File: src/rtl/param_reg_file.sv
// Parameterised register file: two combinational read ports, one write port, optional
// write-through bypass, optional hard-wired zero register and a sequential scrub engine.
module param_reg_file #(
   parameter int WIDTH    = 8,
   parameter int ADDR_W   = 3,
   parameter int BYPASS   = 0,
   parameter int ZERO_REG = 0
) (
   input  logic              CLK,
   input  logic              RESET,
   input  logic [WIDTH-1:0]  IN,
   input  logic [ADDR_W-1:0] INADDRESS,
   input  logic              WRITE,
   input  logic [ADDR_W-1:0] OUT1ADDRESS,
   input  logic [ADDR_W-1:0] OUT2ADDRESS,
   input  logic              CLEAR,
   output logic [WIDTH-1:0]  OUT1,
   output logic [WIDTH-1:0]  OUT2,
   output logic              BUSY,
   output logic              WRITE_DROP
);

   localparam int DEPTH = 2 ** ADDR_W;
   localparam logic [ADDR_W-1:0] LAST_PTR = ADDR_W'(DEPTH - 1);

   typedef enum logic {IDLE, CLEARING} state_t;

   state_t            state_q, state_d;
   logic [ADDR_W-1:0] ptr_q, ptr_d;
   logic [WIDTH-1:0]  regs_q [DEPTH];
   logic [WIDTH-1:0]  regs_d [DEPTH];
   logic              drop_q, drop_d;
   logic              busy;
   logic              wr_en;
   logic              wr_fire;

   // State register
   always_ff @(posedge CLK) begin
      if (RESET) state_q <= IDLE;
      else       state_q <= state_d;
   end

   // Next-state logic
   always_comb begin
      state_d = state_q;
      case (state_q)
         IDLE:     if (CLEAR) state_d = CLEARING;
         CLEARING: if (ptr_q == LAST_PTR) state_d = IDLE;
         default:  state_d = IDLE;
      endcase
   end

   // Output logic
   always_comb begin
      busy = (state_q == CLEARING);
   end

   // A write is accepted only when idle and not colliding with a scrub request;
   // writes to a hard-wired zero register are swallowed silently.
   assign wr_en   = WRITE && !busy && !CLEAR;
   assign wr_fire = wr_en && !((ZERO_REG != 0) && (INADDRESS == '0));
   assign drop_d  = WRITE && (busy || CLEAR);

   always_comb begin
      regs_d = regs_q;
      ptr_d  = ptr_q;
      if (busy) begin
         regs_d[ptr_q] = '0;
         ptr_d         = ptr_q + 1'b1;
      end else if (CLEAR) begin
         ptr_d = '0;
      end else if (wr_fire) begin
         regs_d[INADDRESS] = IN;
      end
   end

   always_ff @(posedge CLK) begin
      if (RESET) begin
         for (int i = 0; i < DEPTH; i++) regs_q[i] <= '0;
         ptr_q  <= '0;
         drop_q <= 1'b0;
      end else begin
         regs_q <= regs_d;
         ptr_q  <= ptr_d;
         drop_q <= drop_d;
      end
   end

   function automatic logic [WIDTH-1:0] rd_port(input logic [ADDR_W-1:0] addr);
      if ((ZERO_REG != 0) && (addr == '0))
         return '0;
      else if ((BYPASS != 0) && wr_fire && (addr == INADDRESS))
         return IN;
      else
         return regs_q[addr];
   endfunction

   assign OUT1       = rd_port(OUT1ADDRESS);
   assign OUT2       = rd_port(OUT2ADDRESS);
   assign BUSY       = busy;
   assign WRITE_DROP = drop_q;

endmodule

File: config.mk
export PLATFORM = sky130hd
export DESIGN_NAME = param_reg_file
export DESIGN_NICKNAME = d
export VERILOG_FILES = /design/src/rtl/param_reg_file.sv
export SDC_FILE = /design/constraint.sdc
export NUM_CORES = 1
export LEC_CHECK = 0
export BUFFER_PORTS_ARGS = -buffer_cell sky130_fd_sc_hd__buf_4
export CAP_MARGIN = 30
export CORE_ASPECT_RATIO = 0.8
export CORE_UTILIZATION = 45
export CTS_BUF_LIST = sky130_fd_sc_hd__clkbuf_8
export DETAILED_ROUTE_END_ITERATION = 10
export PLACE_DENSITY_LB_ADDON = 0.2
export SLEW_MARGIN = 20
export SYNTH_ARGS = -nofsm -noshare
export SYNTH_HDL_FRONTEND = slang
export SYNTH_SLANG_ARGS = --single-unit
export TNS_END_PERCENT = 1
File: constraint.sdc
create_clock -name CLK -period 2 [get_ports CLK]
set_input_delay 0.3 -clock CLK [delete_from_list [all_inputs] [get_ports CLK]]
set_output_delay 0.3 -clock CLK [all_outputs]
set_load 0.005 [all_outputs]
==> metrics.cfg <==
[outcome]
status = completed

[finish]
layoutNonFillerInstCount = 475
syn_to_final_growth_pct = 16.5
utilization_pct = 54.0
seq_area_um2 = 1380
drive_above_1_share_pct = 40.1
multi_input_area_um2 = 2090
num_antenna_cells = 0
nFillCells = 702
fin_nets = 385

[cts]
root_buffer = clkbuf_8
clock_sinks = 69
cts_max_level = 3
clkSlewWorstSetupHoldPaths_ns = 0.07
cts_resized = 0
clock_path_buffers = 2
postCtsSetupRepairBufs = 0
cts_made_buffers = 9
clock_latency_ns = 0.35
cts_hold_buf = 0
cts_tree = yes

[logic_synthesis]
ys_warn_count = 0
synth_most_common_cell = dfxtp_1
syn_nets = 357
yosysTopAreaCell = dfxtp_1
ys.flop_type = dfxtp_1
synth_top_area_share_pct = 37.5
synth_area_um2 = 3680
synth.top_cells.by_area = dfxtp_1 (38%), mux4_2 (20%), a31o_1 (7.8%)
synth-async-reset-ratio_pct = 0
synth_edf_count = 0
yosys_register_bits = 69
seq_area_frac_synth_pct = 37.5
syn_inst = 334
yosysUniqueCellTypes = 29
avgSynthCellArea_um2 = 11.0
synthTopCellsByCount = dfxtp_1 (69), nor3_1 (56), a31o_1 (33)

[floorplanning]
die_w_um = 103
core_um2 = 7950
boundaryPins = 39
initial_core_util_pct = 46.3
die_y_um = 82.9
die_area_um2 = 8550
rows = 29

[critical_path]
r2r_setup_slack_ns = 0.22
critical_path.endpoint_type = output port
r2r_end = regs_q[29]
endpoint = OUT2[6]
worstSetupPathType = reg -> out
r2r_cells = 3
arrival_ns = 1.60
cp_num_buf_inv = 1
cp_max_fo = 3
cp.depth = 3
crit_slowest_cell = mux4_2
cpPeakStageDelay_ns = 0.47
crit_chain = mux4_2, mux2_2, buf_4
r2r_start = BUSY
crit_path_start_kind = flip-flop
cp_top_family = multiplexers
worstSetupStartpoint = regs_q[14]
cp.required_ns = 1.70

[sta]
finalSetupViolations = 0
maxSlewHeadroom_pct = 54.1
post-route-period-util_pct = 95.0
rsz0062_at_grt = no
fin_skew_ns = 0.00514
tightest_slew_ns = 0.688
finalMaxSlewViolations = 0
hold_violations = 0
setup-tns-final_ns = 0
max_freq_ghz = 0.526
period_needed_ns = 1.90

[placement]
routabilityCongestion = 0.839
io_buffers = 38
dpl.cell_count = 459
dpl.hpwl_um = 7280

[route]
viasPerCell = 6.37
vias = 3028
ant_nets = 0
drtIter0Drc = 158
dr.pass1.iters = 4
wire_per_inst_um = 21.2
wirelength_um = 10100
drc = 0

[power]
power_switching_uw = 748
seqPwrFrac_pct = 46.3
irDropWorstVdd_mv = 0.371
switching_share_pct = 24.6
totalPowerFinal_mw = 3.04
comb_power_share_pct = 10.1
clkPwrFrac_pct = 43.6
p_leak_nw = 1.57
p_per_area_nw_per_um2 = 708
internal-power_mw = 2.29

[global_routing]
first_global_vias = 2954
grt_util_all_layers_pct = 25.8
grt_first_pass_wirelength_um = 16100
grt_max_degree = 22
antenna_found_initial = 0
grt.overflow.total = 0

[run]
drv_cap = 0

[hold_path]
hold_class = in -> reg
min-delay-start = WRITE

## stage by stage
step	setup slack, ns	hold slack [ns]	instance area (um2)
floorplan	0.0965	0.441	3680
global placement	0.111	0.467	4060
global route	0.0493	0.220	4290
CTS	0.0896	0.215	4290
finish	0.0992	0.236	4290
detailed placement	0.0919	0.474	4060
## worst reg2reg max path: stages (launching register included)
cell      delay (ns)
dfxtp_1         0.34
nand3b_1        0.41
or2_0           0.59
a31o_2          0.35
## worst min-delay path by stage
stage                      end  slack [ns]  cells past startpoint
global placement     regs_q[6]        0.47                      2
CTS                 WRITE_DROP        0.22                      2
detailed placement   regs_q[6]        0.47                      2
finish              WRITE_DROP        0.24                      2
floorplan            regs_q[0]        0.44                      2
global route        WRITE_DROP        0.22                      2
## cell type report
cell class                 count  share of cell area [%]
clock buffer                  11                    3.53
sequential                    69                    32.2
inverter                       2                   0.175
clock inverter                 5                    1.90
multi-input combinational    221                    48.7
timing repair buffer          59                    10.3
tap                          108                    3.15
## metal layers
| layer | GRT usage (%) | up-vias | part of all wire [%] |
|---|---|---|---|
| li1 | - | 1359 | - |
| met1 | 35.3 | 1523 | 44 |
| met2 | 38.2 | 123 | 46 |
| met3 | 6.65 | 23 | 7.0 |
| met4 | 11.4 | 0 | 2.7 |
| met5 | 0 | - | 0 |
## power by group through the flow
stage | logic (mW) | registers (mW) | clock network [mW]
2_1_floorplan | 0.195 | 1.43 | 0
3_3_place_gp | 0.302 | 1.44 | 0
3_5_place_dp | 0.307 | 1.44 | 0
4_1_cts | 0.307 | 1.41 | 1.34
5_1_grt | 0.331 | 1.41 | 1.41
6_report | 0.308 | 1.41 | 1.32
## placed cells by master (no fill, tap or decap), types with 5 or more instances in the layout
cell and count:
clkbuf_8 11, nand2_1 8, a31o_1 33, mux4_2 32, mux2_2 16, nand2b_1 8, a31o_2 23, buf_4 59
nor2_1 5, mux2i_1 9, dfxtp_1 69, nor3_1 56
## sequential cells by signal, indices dropped and copies added (netlist names)
name,flops
regs_q,64
ptr_q,3
BUSY,1
WRITE_DROP,1
## cells by family (layout without fill, tap and decap cells)
kind of cell,after synthesis,after routing,synth area share (%)
mux,57,57,26.9
compound gates,67,67,15.4
flops,69,69,37.5
fa+ha+maj,2,2,0.679
buf+inv,44,77,5.74
simple gates,95,95,13.7
Power figures use the tool's default switching activity.
